### src/rtl/ctrl_pkg.sv
// Shared types and encodings for the multicycle ARM control unit.
package ctrl_pkg;

  typedef enum logic [3:0] {
    FETCH, DECODE, MEMADR, MEMRD, MEMWB, MEMWR, EXECUTER, EXECUTEI, ALUWB, BRANCH
  } state_t;

  typedef enum logic [3:0] {
    COND_EQ, COND_NE, COND_CS, COND_CC, COND_MI, COND_PL, COND_VS, COND_VC,
    COND_HI, COND_LS, COND_GE, COND_LT, COND_GT, COND_LE, COND_AL, COND_NV
  } cond_t;

  localparam logic [1:0] ALU_ADD = 2'b00;
  localparam logic [1:0] ALU_SUB = 2'b01;
  localparam logic [1:0] ALU_AND = 2'b10;
  localparam logic [1:0] ALU_ORR = 2'b11;

  localparam logic [1:0] IMM_DP  = 2'b00;
  localparam logic [1:0] IMM_MEM = 2'b01;
  localparam logic [1:0] IMM_BR  = 2'b10;

endpackage

### src/rtl/cond_unit.sv
// NZCV flags register and condition-code evaluation against the stored flags.
module cond_unit
  import ctrl_pkg::*;
(
  input  logic       clk,
  input  logic       reset,
  input  logic [3:0] Cond,
  input  logic [3:0] ALUFlags,
  input  logic [1:0] FlagW,
  output logic       CondEx
);

  logic [3:0] flags_q, flags_d;
  logic       n, z, c, v;

  assign {n, z, c, v} = flags_q;

  always_comb begin
    case (cond_t'(Cond))
      COND_EQ: CondEx = z;
      COND_NE: CondEx = ~z;
      COND_CS: CondEx = c;
      COND_CC: CondEx = ~c;
      COND_MI: CondEx = n;
      COND_PL: CondEx = ~n;
      COND_VS: CondEx = v;
      COND_VC: CondEx = ~v;
      COND_HI: CondEx = c & ~z;
      COND_LS: CondEx = ~(c & ~z);
      COND_GE: CondEx = (n == v);
      COND_LT: CondEx = (n != v);
      COND_GT: CondEx = ~z & (n == v);
      COND_LE: CondEx = z | (n != v);
      COND_AL: CondEx = 1'b1;
      default: CondEx = 1'b0;
    endcase
  end

  always_comb begin
    flags_d = flags_q;
    if (FlagW[1] & CondEx) flags_d[3:2] = ALUFlags[3:2];
    if (FlagW[0] & CondEx) flags_d[1:0] = ALUFlags[1:0];
  end

  always_ff @(posedge clk) begin
    if (reset) flags_q <= '0;
    else       flags_q <= flags_d;
  end

endmodule

### src/rtl/multicycle_controller.sv
// Multicycle ARM control FSM with memory wait counter and ALU decoder.
// Optional CTRL_CMP_EN: decode cmd 1010 as CMP (SUB, flags only, no register write).
module multicycle_controller
  import ctrl_pkg::*;
#(
  parameter int unsigned MEM_WAIT = 0
) (
  input  logic        clk,
  input  logic        reset,
  input  logic [19:0] Instr,
  input  logic [3:0]  ALUFlags,
  output logic        PCWrite,
  output logic        MemWrite,
  output logic        RegWrite,
  output logic        IRWrite,
  output logic        AdrSrc,
  output logic [1:0]  RegSrc,
  output logic        ALUSrcA,
  output logic [1:0]  ALUSrcB,
  output logic [1:0]  ResultSrc,
  output logic [1:0]  ImmSrc,
  output logic [1:0]  ALUControl
);

  state_t      state_q, state_d;
  logic [2:0]  wait_q, wait_d;
  logic        last_wait;
  logic [1:0]  op;
  logic [5:0]  funct;
  logic        next_pc, ir_w, reg_w, mem_w, branch, alu_op;
  logic        no_write, cond_ex;
  logic [1:0]  flag_w;
  logic        unused_instr;

  assign op           = Instr[15:14];
  assign funct        = Instr[13:8];
  assign unused_instr = ^Instr[7:0];
  assign last_wait    = (wait_q == 3'(MEM_WAIT));

  always_ff @(posedge clk) begin
    state_q <= state_d;
    wait_q  <= wait_d;
  end

  always_comb begin
    state_d = state_q;
    wait_d  = '0;
    case (state_q)
      FETCH:    if (last_wait) state_d = DECODE; else wait_d = wait_q + 3'd1;
      DECODE: begin
        case (op)
          2'b01:   state_d = MEMADR;
          2'b10:   state_d = BRANCH;
          2'b00:   state_d = funct[5] ? EXECUTEI : EXECUTER;
          default: state_d = FETCH;
        endcase
      end
      MEMADR:   state_d = funct[0] ? MEMRD : MEMWR;
      MEMRD:    if (last_wait) state_d = MEMWB; else wait_d = wait_q + 3'd1;
      MEMWR:    if (last_wait) state_d = FETCH; else wait_d = wait_q + 3'd1;
      EXECUTER,
      EXECUTEI: state_d = no_write ? FETCH : ALUWB;
      default:  state_d = FETCH;
    endcase
    if (reset) begin
      state_d = FETCH;
      wait_d  = '0;
    end
  end

  always_comb begin
    next_pc   = 1'b0;
    ir_w      = 1'b0;
    reg_w     = 1'b0;
    mem_w     = 1'b0;
    branch    = 1'b0;
    alu_op    = 1'b0;
    AdrSrc    = 1'b0;
    ALUSrcA   = 1'b0;
    ALUSrcB   = 2'b00;
    ResultSrc = 2'b00;
    case (state_q)
      FETCH: begin
        next_pc   = last_wait;
        ir_w      = last_wait;
        ALUSrcA   = 1'b1;
        ALUSrcB   = 2'b10;
        ResultSrc = 2'b10;
      end
      DECODE: begin
        ALUSrcA   = 1'b1;
        ALUSrcB   = 2'b10;
        ResultSrc = 2'b10;
      end
      MEMADR:   ALUSrcB = 2'b01;
      MEMRD:    AdrSrc  = 1'b1;
      MEMWB: begin
        ResultSrc = 2'b01;
        reg_w     = 1'b1;
      end
      MEMWR: begin
        AdrSrc = 1'b1;
        mem_w  = last_wait;
      end
      EXECUTER: alu_op = 1'b1;
      EXECUTEI: begin
        alu_op  = 1'b1;
        ALUSrcB = 2'b01;
      end
      ALUWB:    reg_w = 1'b1;
      BRANCH: begin
        ALUSrcB   = 2'b01;
        ResultSrc = 2'b10;
        branch    = 1'b1;
      end
      default: ;
    endcase
  end

  // Unknown commands fall back to ADD with no register or flag write.
  always_comb begin
    ALUControl = ALU_ADD;
    no_write   = 1'b0;
    flag_w     = 2'b00;
    if (alu_op) begin
      case (funct[4:1])
        4'b0100: flag_w = {funct[0], funct[0]};
        4'b0010: begin ALUControl = ALU_SUB; flag_w = {funct[0], funct[0]}; end
        4'b0000: begin ALUControl = ALU_AND; flag_w = {funct[0], 1'b0}; end
        4'b1100: begin ALUControl = ALU_ORR; flag_w = {funct[0], 1'b0}; end
`ifdef CTRL_CMP_EN
        4'b1010: begin
          ALUControl = ALU_SUB;
          no_write   = 1'b1;
          flag_w     = {funct[0], funct[0]};
        end
`endif
        default: no_write = 1'b1;
      endcase
    end
  end

  cond_unit u_cond (
    .clk      (clk),
    .reset    (reset),
    .Cond     (Instr[19:16]),
    .ALUFlags (ALUFlags),
    .FlagW    (flag_w),
    .CondEx   (cond_ex)
  );

  assign ImmSrc   = op;
  assign RegSrc   = {op == IMM_MEM, op == IMM_BR};
  assign IRWrite  = ir_w & ~reset;
  assign RegWrite = reg_w & cond_ex & ~reset;
  assign MemWrite = mem_w & cond_ex & ~reset;
  assign PCWrite  = (next_pc | (branch & cond_ex)) & ~reset;

endmodule

### config.mk
export PLATFORM = sky130hd
export DESIGN_NAME = multicycle_controller
export DESIGN_NICKNAME = d
export VERILOG_FILES = /design/src/rtl/ctrl_pkg.sv /design/src/rtl/cond_unit.sv /design/src/rtl/multicycle_controller.sv
export SDC_FILE = /design/constraint.sdc
export NUM_CORES = 1
export LEC_CHECK = 0
export CAP_MARGIN = 20
export CORE_ASPECT_RATIO = 0.6
export CORE_MARGIN = 3
export CORE_UTILIZATION = 38
export CTS_CLUSTER_SIZE = 10
export DETAILED_ROUTE_END_ITERATION = 6
export PLACE_DENSITY_LB_ADDON = 0.25
export REMOVE_ABC_BUFFERS = 1
export SLEW_MARGIN = 5
export SYNTH_ARGS = -nofsm -noshare
export SYNTH_HDL_FRONTEND = slang
export SYNTH_SLANG_ARGS = --single-unit
### constraint.sdc
create_clock -name clk -period 2 [get_ports clk]
set_clock_uncertainty 0.15 [all_clocks]
set_input_delay 0.3 -clock clk [delete_from_list [all_inputs] [get_ports clk]]
set_output_delay 0.3 -clock clk [all_outputs]
set_load 0.03 [all_outputs]
* After elaboration in Yosys (flattened, before gate mapping) *
Index checks and enable logic that the tools add are counted.

storage, ports and cells
  word-level logic and storage cells = 99
  register bits = 11
  output and inout port bits = 16

cells by class
  bitwise gates (word level) = 20
  equality and inequality tests = 33
  multiplexer cells = 24
  $add $sub $neg = 1
  reductions and logical operators = 17

operator list
  cell                                                  count
  equality test 4 bit (second input constant)           10
  equality test 4 x 3 -> 1 bit (second input constant)  9
  case mux 4 bit (6 select lines)                       1
  equality test 4 x 2 -> 1 bit (second input constant)  5
  2-to-1 mux 4 bit                                      4
  case mux 1 bit (15 select lines)                      1
  logical NOT 4 bit                                     3
  case mux 2 bit (2 select lines)                       3
  case mux 4 bit (3 select lines)                       1
  OR reduction 2 bit                                    6
  OR reduction 3 bit                                    4
  AND 1 bit                                             11
  2-to-1 mux 1 bit                                      10
  equality test 4 x 1 -> 1 bit (second input constant)  2
  NOT 1 bit                                             7
  inequality test 2 bit (second input constant)         3
  case mux 2 bit (3 select lines)                       1
  2-to-1 mux 2 bit                                      2
  OR reduction 4 bit                                    1
  adder 3 x 1 -> 3 bit (second input constant)          1
  logical NOT 3 bit                                     1
  2-to-1 mux 3 bit                                      1
  AND reduction 3 bit                                   1
  equality test 2 x 1 -> 1 bit (second input constant)  1
  5 further kinds                                       6

* Logic depth before layout (Yosys ltp) *
Gate-level depths: netlist of the first run.

  depth after elaboration = 7
  gate-level depth with buffers = 8
  gate-level depth less buffers = 7

* By module *
A second synthesis of the first run with hierarchy kept.

unflattened totals
  cell total of the unflattened synthesis = 149
  area, all modules = 1123.6 µm²

by module, submodules not included
  module                 area each (µm²)  cells an instance  sequential area each (µm²)  instances
  multicycle_controller  651.9            86                 140.1                       1
  cond_unit              471.7            63                 80.1                        1

* Worst setup path after synthesis of the first run *
OpenSTA, ideal clock, no wires.

  kind = register -> output
  start = register state_q[3]
  end = output PCWrite
  arrival = 2164 ps
  cell stages (with the launch flop) = 4
  buffers on the path = 0
  path slack = -614 ps
  data required time = 1550 ps
  cell sequence = dfxtp_1 > or3_1 > nor4_1 > o21bai_1

on the way
  word-level cells in the longest chain between the ends = 5
  elaborated cells on any way between the ends = 7

RTL lines
  element                   RTL line                      RTL
  start: declaration        multicycle_controller.sv:25   state_t state_q, state_d;
  start signal: assignment  multicycle_controller.sv:41   state_q <= state_d;
  equality test 4 bit       multicycle_controller.sv:82   case (state_q)
  2-to-1 mux 1 bit          multicycle_controller.sv:82
  AND 1 bit                 multicycle_controller.sv:157  assign PCWrite = (next_pc | (branch & cond_ex)) & ~reset;
  OR 1 bit *                multicycle_controller.sv:157
  AND 1 bit *               multicycle_controller.sv:157
  end: declaration          multicycle_controller.sv:12   output logic PCWrite,

Mark *: on every way between the ends. The rest lies on a longest branch, timed or not.

* Worst setup path in the final report of the first run *
  start = register u_cond.flags_q[2]
  end = output RegWrite

on the way
  word-level cells in the longest chain between the ends = 6
  elaborated cells on any way between the ends = 8

RTL lines
  element                             RTL line                          RTL
  start: declaration                  cond_unit.sv:13                   logic [3:0] flags_q, flags_d;
  start signal: assignment            cond_unit.sv:47                   else flags_q <= flags_d;
  NOT 1 bit                           n/a
  AND 1 bit                           cond_unit.sv:28, cond_unit.sv:29
  NOT 1 bit                           cond_unit.sv:29                   COND_LS: CondEx = ~(c & ~z);
  case mux 1 bit (15 select lines) *  cond_unit.sv:19                   case (cond_t'(Cond))
  AND 1 bit * (2 in series)           multicycle_controller.sv:155      assign RegWrite = reg_w & cond_ex & ~reset;
  end: declaration                    multicycle_controller.sv:14       output logic RegWrite,

Marked as above.

==> metrics.md, run 1 <==
| Metric | Value |
|---|---|
| Fin Setup TNS | -1.315 ns |
| Final max-slew violation count | 0 |
| Ys Warns | 0 |
| Congestion Overflow GR | 0 |
| FMAX | 408.5 MHz |
| Initial Util | 0.4212 |
| Cts hold-fix bufs | 0 |
| GRT Util Overall | 0.2072 |
| Share of layout cells above drive strength 1 | 0.3956 |
| Switching power | 251.6 uW |
| Post-CTS setup buffers | 0 |
| Iter 0 DRT Violations | 55 |
| Required time of the critical path | 1.55 ns |
| # rows | 13 |
| Multiplexer area fraction after synthesis | 0.05181 |
| DP Area | 0.001461 mm^2 |
| # diodes | 0 |
| First-pass GRT wire length | 5140 um |
| Unrepaired setup endpoints after global routing | yes |
| P_int | 499.2 uW |
| Clock buffer depth | 2 |
| IO Pins | 42 |
| Endpoints failing setup | 7 |
| CP endpoint kind | primary output |
| Switching share of power | 0.3351 |
| EDFF count, synth | 0 |
| Vias in the first global route | 1058 |
| Worst IR drop on VDD | 0.4400 mV |
| DRC viols | 0 |
| Detailed placement HPWL | 2342 um |
| Clk slew on worst S/H paths | 0.05 ns |
| Arr. time, crit path | 2.00 ns |
| Run status | finished with violations |
| Clock root buffer master | clkbuf_8 |
| Num CTS Buffers | 3 |
| Final Critical Period | 2.448 ns |
| Max_slew headroom | 0.7872 |
| Sequential power share | 0.307 |
| Worst skew pair latency | 0.24 ns |
| Post-Synth XOR/XNOR Area | 0.06347 |
| Compound-Gate Fraction of Synth Area | 0.1826 |
| Slew @ Worst Pin | 0.3189 ns |
| Worst Setup Path Type | flop to primary output |
| Largest net degree at the start of global routing | 13 |
| Area added between synthesis and finish | 70.47% |
| H-tree depth | 1 |
| NumNets Final | 211 |
| Reg2Reg Setup Slack | -0.01 ns |
| Logic pwr share | 0.389 |
| Die area | 0.003203 mm^2 |
| Lkg Pwr | 0.6566 nW |
| Pre-CTS setup slack | -1.109 ns |
| Final worst-path cycle share | 1.224 |
| Post-route cell area | 0.001647 mm^2 |
| Core Area | 0.002293 mm^2 |
| CTS Sinks | 11 |
| Layout Cells excl Fill | 212 |
| Final core occ | 0.7179 |
| Hold slack | 0.3284 ns |
| Vias/cell | 5.302 |
| Power Density | 456.0 mW/mm^2 |
| Worst setup SP type | flop |
| Placed Cells | 208 |
| Cell Area, Synth | 965.9 um^2 |
| Failing checks | negative setup slack |
| CTS tree | built |
| Register area share after synthesis | 0.2280 |
| Cell variety after synth | 43 |
| Post-Route WL | 3126 um |
| Largest family of logic cells by synthesized area | simple AND/OR/NAND/NOR gates |
| Final setup margin | -0.4482 ns |
| TritonRoute pass-1 iters | 4 |
| Asr flop ratio synth | 0 |
| Die width | 71.09 um |
| Die Height | 45.06 um |
| Drt wl/cell | 14.75 um |
| Port Buffers | 33 |
| Hold crit path type | primary input to flop |
| Syn_area_per_cell | 7.606 um^2 |
| Adder-cell share of the synthesized area | 0.02591 |
| Initial antenna violation count | 0 |
| Placer Congestion | 0.9683 |
| Clock share of power | 0.305 |
| Final antenna-violating net count | 0 |
| Total chip power | 750.9 uW |
| Synth Area in Simple Gates | 0.3899 |
| Via count | 1124 |
| Most used DFF post-synth | dfxtp_1 |
| Max-Cap Viols | 0 |
| CP max FO | 4 |
| Final hold vios | 0 |
| Synth Instances | 127 |
| Number of synthesized register bits | 11 |
==> repair_timing <==
action,4_1_cts,5_1_grt
pin swaps,4,4
endpoints found under the setup margin,13,12
gates resized for setup,40,15
==> layout make-up <==
class | count | area (um^2)
Fill cell | 174 | 646.9
Timing Repair Buffer | 59 | 499.2
Inverter | 5 | 18.77
Clock inverter | 1 | 5.005
Sequential cell | 11 | 230.2
Clock buffer | 3 | 41.29
Multi-Input combinational cell | 103 | 814.5
Tap cell | 30 | 37.54
==> synth_stat cells, types with 2 or more instances <==
cell type,instances,area share
dfxtp_1,11,0.23
nand2_1,6,0.023
a21boi_0,2,0.016
ha_1,2,0.026
nor4_1,4,0.026
nand2b_1,12,0.078
xnor2_1,5,0.045
o21ai_0,6,0.031
xor2_1,2,0.018
clkbuf_1,5,0.019
and3_4,2,0.023
nor3_1,7,0.036
a21oi_1,4,0.021
inv_1,5,0.019
mux2i_1,5,0.052
nor2_1,13,0.051
nor2b_1,6,0.039
buf_4,2,0.016
and2_1,2,0.013
or3_1,2,0.013
o31ai_1,2,0.016
==> layout by cell type (no fill, tap or decap), types with 2 or more instances in the layout <==
| cell | count |
|---|---|
| nand2_1 | 6 |
| a21boi_0 | 2 |
| nand2b_1 | 11 |
| dfxtp_2 | 5 |
| nor4_4 | 2 |
| dfxtp_1 | 5 |
| clkbuf_8 | 3 |
| dlymetal6s2s_1 | 2 |
| nor2_1 | 12 |
| o21ai_0 | 5 |
| and2_1 | 2 |
| dlygate4sd2_1 | 3 |
| clkdlybuf4s50_1 | 12 |
| buf_6 | 4 |
| nor2b_1 | 5 |
| mux2i_1 | 5 |
| inv_1 | 5 |
| buf_4 | 35 |
| a21oi_1 | 3 |
| nor3_1 | 6 |
| and3_4 | 2 |
| ha_1 | 2 |
| or3_4 | 2 |
| xnor2_1 | 5 |
==> per-layer routing <==
layer / routed length, um / GRT usage / vias to the layer above
met1: 1299 / 0.2651 / 501
li1: - / - / 564
met5: 0 / 0 / -
met4: 35 / 0.03371 / 0
met3: 319 / 0.06667 / 4
met2: 1471 / 0.3536 / 55
==> critical path: stages (launching register included) <==
cell and delay (ns):
dfxtp_4 0.36, and3b_1 0.20, or4_4 0.42, o2111ai_2 0.20
nand4_2 0.11, nand2b_1 0.11, buf_4 0.13, nor4_4 0.04
buf_4 0.17
==> sequential cells by signal, indices dropped and copies added, names as in the netlist <==
register	flops
state_q	4
u_cond.flags_q	4
wait_q	3
==> path summary, 6_finish.rpt <==
path,startpoint,depth (start not counted),end
setup reg to reg,u_cond.flags_q[2],7,u_cond.flags_q[2]
hold reg to reg,wait_q[0],2,wait_q[0]
hold / removal,reset,3,state_q[3]
setup / recovery,u_cond.flags_q[2],8,RegWrite
==> cell families (layout without fill, tap and decap cells) <==
family | count (synthesis) | in the layout
muxes | 5 | 5
DFF | 11 | 11
adders and majority gates | 2 | 2
xor gates and xnor gates | 7 | 7
and+or+nand+nor | 64 | 64
AOI/OAI and AO/OA | 25 | 25
buffers and inverters | 13 | 68
==> power groups by stage <==
stage | Combinational (mW) | Clock, mW | Sequential [mW]
after floorplan | 0.114 | 0 | 0.242
after global placement | 0.264 | 0 | 0.233
after detailed placement | 0.270 | 0 | 0.233
after CTS | 0.279 | 0.234 | 0.231
after global routing | 0.312 | 0.245 | 0.231
final | 0.292 | 0.229 | 0.230
Power figures use the tool's default switching activity.
==> run 2: changes to the inputs <==
SLEW_MARGIN = 25   (was 5)
==> results of run 2 <==
Same layout as run 1: the final DEF is identical, and so are final timing and power.
